`config.mk`:
```
export PLATFORM = sky130hd
export DESIGN_NAME = ram4_bank
export DESIGN_NICKNAME = d
export VERILOG_FILES = /design/src/rtl/ram4_pkg.sv /design/src/rtl/load_decode4.sv /design/src/rtl/ram4_bank.sv
export SDC_FILE = /design/constraint.sdc
export NUM_CORES = 1
export LEC_CHECK = 0
export BUFFER_PORTS_ARGS = -buffer_cell sky130_fd_sc_hd__buf_4
export CORE_UTILIZATION = 50
export CTS_CLUSTER_SIZE = 12
export DETAILED_ROUTE_END_ITERATION = 8
export PLACE_DENSITY = 0.73
export SLEW_MARGIN = 20
export SYNTH_ARGS = -nofsm -noshare
export SYNTH_HDL_FRONTEND = slang
export SYNTH_SLANG_ARGS = --single-unit
```
`constraint.sdc`:
```
create_clock -name clock -period 1.3 [get_ports clock]
set_input_delay 0.13 -clock clock [delete_from_list [all_inputs] [get_ports clock]]
set_output_delay 0.13 -clock clock [all_outputs]
set_load 0.03 [all_outputs]
```
`src/rtl/ram4_pkg.sv`:
```
// ============================================================================
// Module      : ram4_pkg
// Description : Shared constants and FSM encoding for the ram4_bank block.
// Revision    : 1.0 - initial release
// ============================================================================
`default_nettype none

package ram4_pkg;

    localparam int WIDTH_DEF = 16;

    typedef enum logic [0:0] {
        ST_IDLE  = 1'b0,
        ST_SWEEP = 1'b1
    } ram4_state_t;

    localparam logic [1:0] SWEEP_LAST = 2'd3;

endpackage : ram4_pkg

`default_nettype wire

```
`src/rtl/load_decode4.sv`:
```
// ============================================================================
// Module      : load_decode4
// Description : Combinational 1-to-4 demultiplexer turning a write strobe and
//               a 2-bit address into one-hot per-word load strobes.
// Revision    : 1.0 - initial release
// ============================================================================
`default_nettype none

module load_decode4
    import ram4_pkg::*;
(
    input  logic       load_i,
    input  logic [1:0] address_i,
    output logic [3:0] ld_o
);

    always_comb begin
        ld_o = 4'b0000;
        if (load_i) begin
            case (address_i)
                2'd0:    ld_o = 4'b0001;
                2'd1:    ld_o = 4'b0010;
                2'd2:    ld_o = 4'b0100;
                default: ld_o = 4'b1000;
            endcase
        end
    end

endmodule : load_decode4

`default_nettype wire

```
`src/rtl/ram4_bank.sv`:
```
// ============================================================================
// Module      : ram4_bank
// Description : 4-word register bank with one-hot write decode, combinational
//               4:1 read mux and a 4-cycle clear sweep sequencer.
//               Optional write-through read forwarding: RAM4_BANK_READ_BYPASS_EN
// Revision    : 1.0 - initial release
// ============================================================================
`default_nettype none

module ram4_bank
    import ram4_pkg::*;
#(
    parameter int WIDTH = WIDTH_DEF
) (
    input  logic             clock,
    input  logic             reset,
    input  logic [WIDTH-1:0] in,
    input  logic             load,
    input  logic [1:0]       address,
    input  logic             clear_start,
    output logic [WIDTH-1:0] out,
    output logic             busy
);

    ram4_state_t      state_q, state_d;
    logic [1:0]       ptr_q, ptr_d;
    logic [WIDTH-1:0] mem_q [4];
    logic [WIDTH-1:0] mem_d [4];
    logic [3:0]       ld;

    load_decode4 u_load_decode4 (
        .load_i    (load),
        .address_i (address),
        .ld_o      (ld)
    );

    always_ff @(posedge clock) begin
        if (reset) begin
            state_q <= ST_IDLE;
            ptr_q   <= 2'd0;
            for (int i = 0; i < 4; i++) begin
                mem_q[i] <= '0;
            end
        end else begin
            state_q <= state_d;
            ptr_q   <= ptr_d;
            for (int i = 0; i < 4; i++) begin
                mem_q[i] <= mem_d[i];
            end
        end
    end

    // Sweep outranks writes: a clear request in IDLE drops a same-cycle load,
    // and loads or further clear requests during SWEEP are ignored.
    always_comb begin
        state_d = state_q;
        ptr_d   = ptr_q;
        for (int i = 0; i < 4; i++) begin
            mem_d[i] = mem_q[i];
        end

        case (state_q)
            ST_IDLE: begin
                if (clear_start) begin
                    state_d = ST_SWEEP;
                    ptr_d   = 2'd0;
                end else begin
                    for (int i = 0; i < 4; i++) begin
                        if (ld[i]) begin
                            mem_d[i] = in;
                        end
                    end
                end
            end
            ST_SWEEP: begin
                mem_d[ptr_q] = '0;
                if (ptr_q == SWEEP_LAST) begin
                    state_d = ST_IDLE;
                    ptr_d   = 2'd0;
                end else begin
                    ptr_d = ptr_q + 2'd1;
                end
            end
            default: begin
                state_d = ST_IDLE;
                ptr_d   = 2'd0;
            end
        endcase
    end

    always_comb begin
        out = mem_q[address];
`ifdef RAM4_BANK_READ_BYPASS_EN
        if ((state_q == ST_IDLE) && load && !clear_start) begin
            out = in;
        end
`endif
    end

    assign busy = (state_q == ST_SWEEP);

endmodule : ram4_bank

`default_nettype wire

```
==> flow_metrics.py <==
metrics = {
    "power_and_ir_drop": {
        "peakVddDrop_v": 0.000758,
        "p_leak_nw": 1.86,
        "power.density_mw_per_mm2": 1070,
        "total_power_mw": 4.33,
    },
    "timing": {
        "drv_slew": 0,
        "slew_headroom_pct": 75.5,
        "finClkSkew_ps": 5.68,
        "hold_slack_ps": 128,
        "worstMarginPinSlew_ps": 368,
        "worst_slack_ps": -132,
        "setup_violations": 16,
        "fin_crit_ps": 1430,
        "finalHoldViolations": 0,
        "fin_crit_sh_pct": 110,
        "grt_setup_unrepaired": "yes",
        "fmax_ghz": 0.698,
    },
    "placement": {
        "gp_congestion": 0.695,
        "placed_cell_area_mm2": 0.00351,
        "dp_cells": 385,
        "place_hpwl_um": 4350,
        "port_buffers": 38,
    },
    "detailed_routing": {
        "wirelength_um": 7110,
        "antenna_left": 0,
        "viasPerCell": 5.33,
        "drt_iter0_drc": 105,
        "route.detailed.drc": 0,
        "firstDrtPassIters": 4,
        "avgRoutedWirePerCell_um": 17.3,
        "vias": 2189,
    },
    "global_route": {
        "grt_overflow": 0,
        "grt_usage_pct": 23.4,
        "grt_pass1_wl_um": 11000,
        "grt_max_degree": 24,
        "grt_pass1_vias": 2275,
        "antenna_found_initial": 0,
    },
    "clock_network": {
        "clk_path_buf_depth": 2,
        "cts_tree": "built",
        "root_buffer": "clkbuf_8",
        "cts_hold_buf": 0,
        "cts_buffers": 9,
        "numClockSinks": 67,
        "worstSkewPairLatency_ps": 340,
        "cts.clk_slew.worst_paths_ps": 70,
        "htreeDepth": 3,
    },
    "worst_setup_path": {
        "critical_path_class": "reg -> out",
        "worst-path-buf-inv": 1,
        "start_kind": "flop",
        "critPathRequiredTime_ps": 1170,
        "path_cells": "mux4_2, buf_6",
        "critPathMaxStageDelay_ps": 480,
        "critPathTopFamily": "multiplexers",
        "crit_fanout": 2,
        "reg2reg_slack_ps": 0,
        "crit_slowest_cell": "mux4_2",
        "worstPathArrival_ps": 1300,
        "r2r-end": "mem_q[2][5]$_SDFFE_PP0P_",
        "worstReg2RegStart": "ptr_q[0]$_SDFFE_PP0P_",
        "reg2reg_depth": 6,
        "cp-end-kind": "primary output",
    },
    "floorplanning": {
        "die_h_um": 80.3,
        "start_util_pct": 51.8,
        "die_w_um": 80.3,
        "rows": 28,
        "coreArea_mm2": 0.00592,
        "die_area_mm2": 0.00645,
        "io_pins": 39,
    },
    "yosys": {
        "yosys_warnings": 0,
        "avgSynthCellArea_um2": 11.3,
        "ys_ff_latch": 67,
        "syn_inst": 271,
        "synthTopCellsByArea": "dfxtp_1 44%, mux2i_1 21%, nand2_1 7.8%",
        "yosysUniqueCellTypes": 21,
        "yosysTopAreaCell": "dfxtp_1",
        "synthesis.nets": 297,
        "synth_top_area_share_pct": 43.7,
        "syn_area_mm2": 0.00307,
        "ys_seq_area_share_pct": 43.7,
    },
    "hold_path": {
        "hold_path_end": "mem_q[1][4]$_SDFFE_PP0P_",
        "hold_class": "in -> reg",
        "min_path_cells": 3,
        "hold_path_startpoint": "in[4]",
    },
    "layout": {
        "ff_latch_area_mm2": 0.00138,
        "n_antenna_cell": 0,
        "final_cell_mix": "65 x mux2i_1, 42 x nand2_1, 41 x dfxtp_1",
        "instances_no_fill": 411,
        "multi_input_area_mm2": 0.00167,
        "drive_above_1_share_pct": 46.1,
        "layout_commonest_cell": "mux2i_1",
        "postLayoutCellArea_mm2": 0.00403,
        "area_growth_pct": 31.3,
        "fin_nets": 357,
        "fill_cells": 439,
        "post-route-util_pct": 68.0,
    },
    "run_status": {
        "status": "complete, but fails checks",
        "failed_checks": "setup timing",
    },
    "flow_run": {
        "maxCapViolCount": 0,
    },
}
[layout make-up]
class                      count  area share (%)
timing repair buffer          67            16.8
clock buffer                  14            3.79
sequential                    67            34.3
tap                           75            2.33
clock inverter                 2           0.870
multi-input combinational    183            41.5
inverter                       3           0.404
[synthesized netlist by cell type]
library cell / instances
nand2b_1: 17
a21oi_2: 2
inv_1: 3
dfxtp_1: 67
ha_1: 4
a21oi_4: 2
nand3b_1: 2
a21oi_1: 2
mux4_2: 10
mux2i_1: 65
buf_6: 3
nor2_1: 4
nand2_1: 64
clkbuf_1: 2
buf_2: 7
mux4_1: 6
buf_4: 4
nand2_2: 1
nor3b_4: 1
nor3b_1: 3
buf_12: 2
[worst reg2reg max path: cells and delay by family (launching register included)]
kind / cells / cell delay, ps
flops: 1 / 380
buf+inv: 2 / 270
compound gates: 1 / 270
fa+ha+maj: 1 / 160
mux: 1 / 110
simple gates: 1 / 50
[logic make-up (layout without fill, tap and decap cells)]
logic type | count (synthesis) | count (layout) | synth area share (%)
and+or+nand+nor | 92 | 92 | 13.8
muxes | 81 | 81 | 33.7
DFF | 67 | 67 | 43.7
buffers and inverters | 21 | 86 | 5.14
AOI/OAI and AO/OA | 6 | 6 | 1.96
adders and majority gates | 4 | 4 | 1.63
[routing by layer]
layer	global-route usage (%)	part of all wire, %	wire [um]
met2	39.9	52	3670
met4	7.50	0.86	61
met3	6.36	3.2	229
met5	0	0	0
met1	28.6	44	3150
[sequential cells by signal, summed over array words and instances (netlist names)]
register / cells
busy: 1
mem_q: 64
ptr_q: 2
[power breakdown]
part / switching (mW) / internal [mW] / total, mW
clock network: 0.750 / 0.940 / 1.69
registers: 0.0347 / 2.09 / 2.12
logic: 0.258 / 0.254 / 0.512
total: 1.04 / 3.28 / 4.33
[stage by stage]
step           setup TNS [ps]  setup WS (ps)
6_report                -1890           -132
3_3_place_gp            -1130          -83.3
4_1_cts                 -1970           -136
3_5_place_dp            -3320           -114
5_1_grt                 -3040           -177
2_1_floorplan               0          0.518
[repair_timing]
action	in CTS	in global routing
gates resized for setup	29	64
endpoints found under the setup margin	49	56
buffers inserted	3	4
gates cloned	0	3
pin swaps	2	24
[worst max path at each step]
stage | start | endpoint | slack, ps | cells past startpoint
finish | mem_q[3][6]$_SDFFE_PP0P_ | out[6] | -130 | 2
global route | mem_q[1][6]$_SDFFE_PP0P_ | out[6] | -180 | 2
CTS | mem_q[3][15]$_SDFFE_PP0P_ | out[15] | -140 | 2
detailed placement | address[1] | mem_q[3][9]$_SDFFE_PP0P_ | -110 | 5
global placement | address[1] | out[0] | -80 | 3
floorplan | ptr_q[0]$_SDFFE_PP0P_ | mem_q[0][10]$_SDFFE_PP0P_ | 0.5 | 6
No activity file was read; power rests on OpenSTA's default activity.
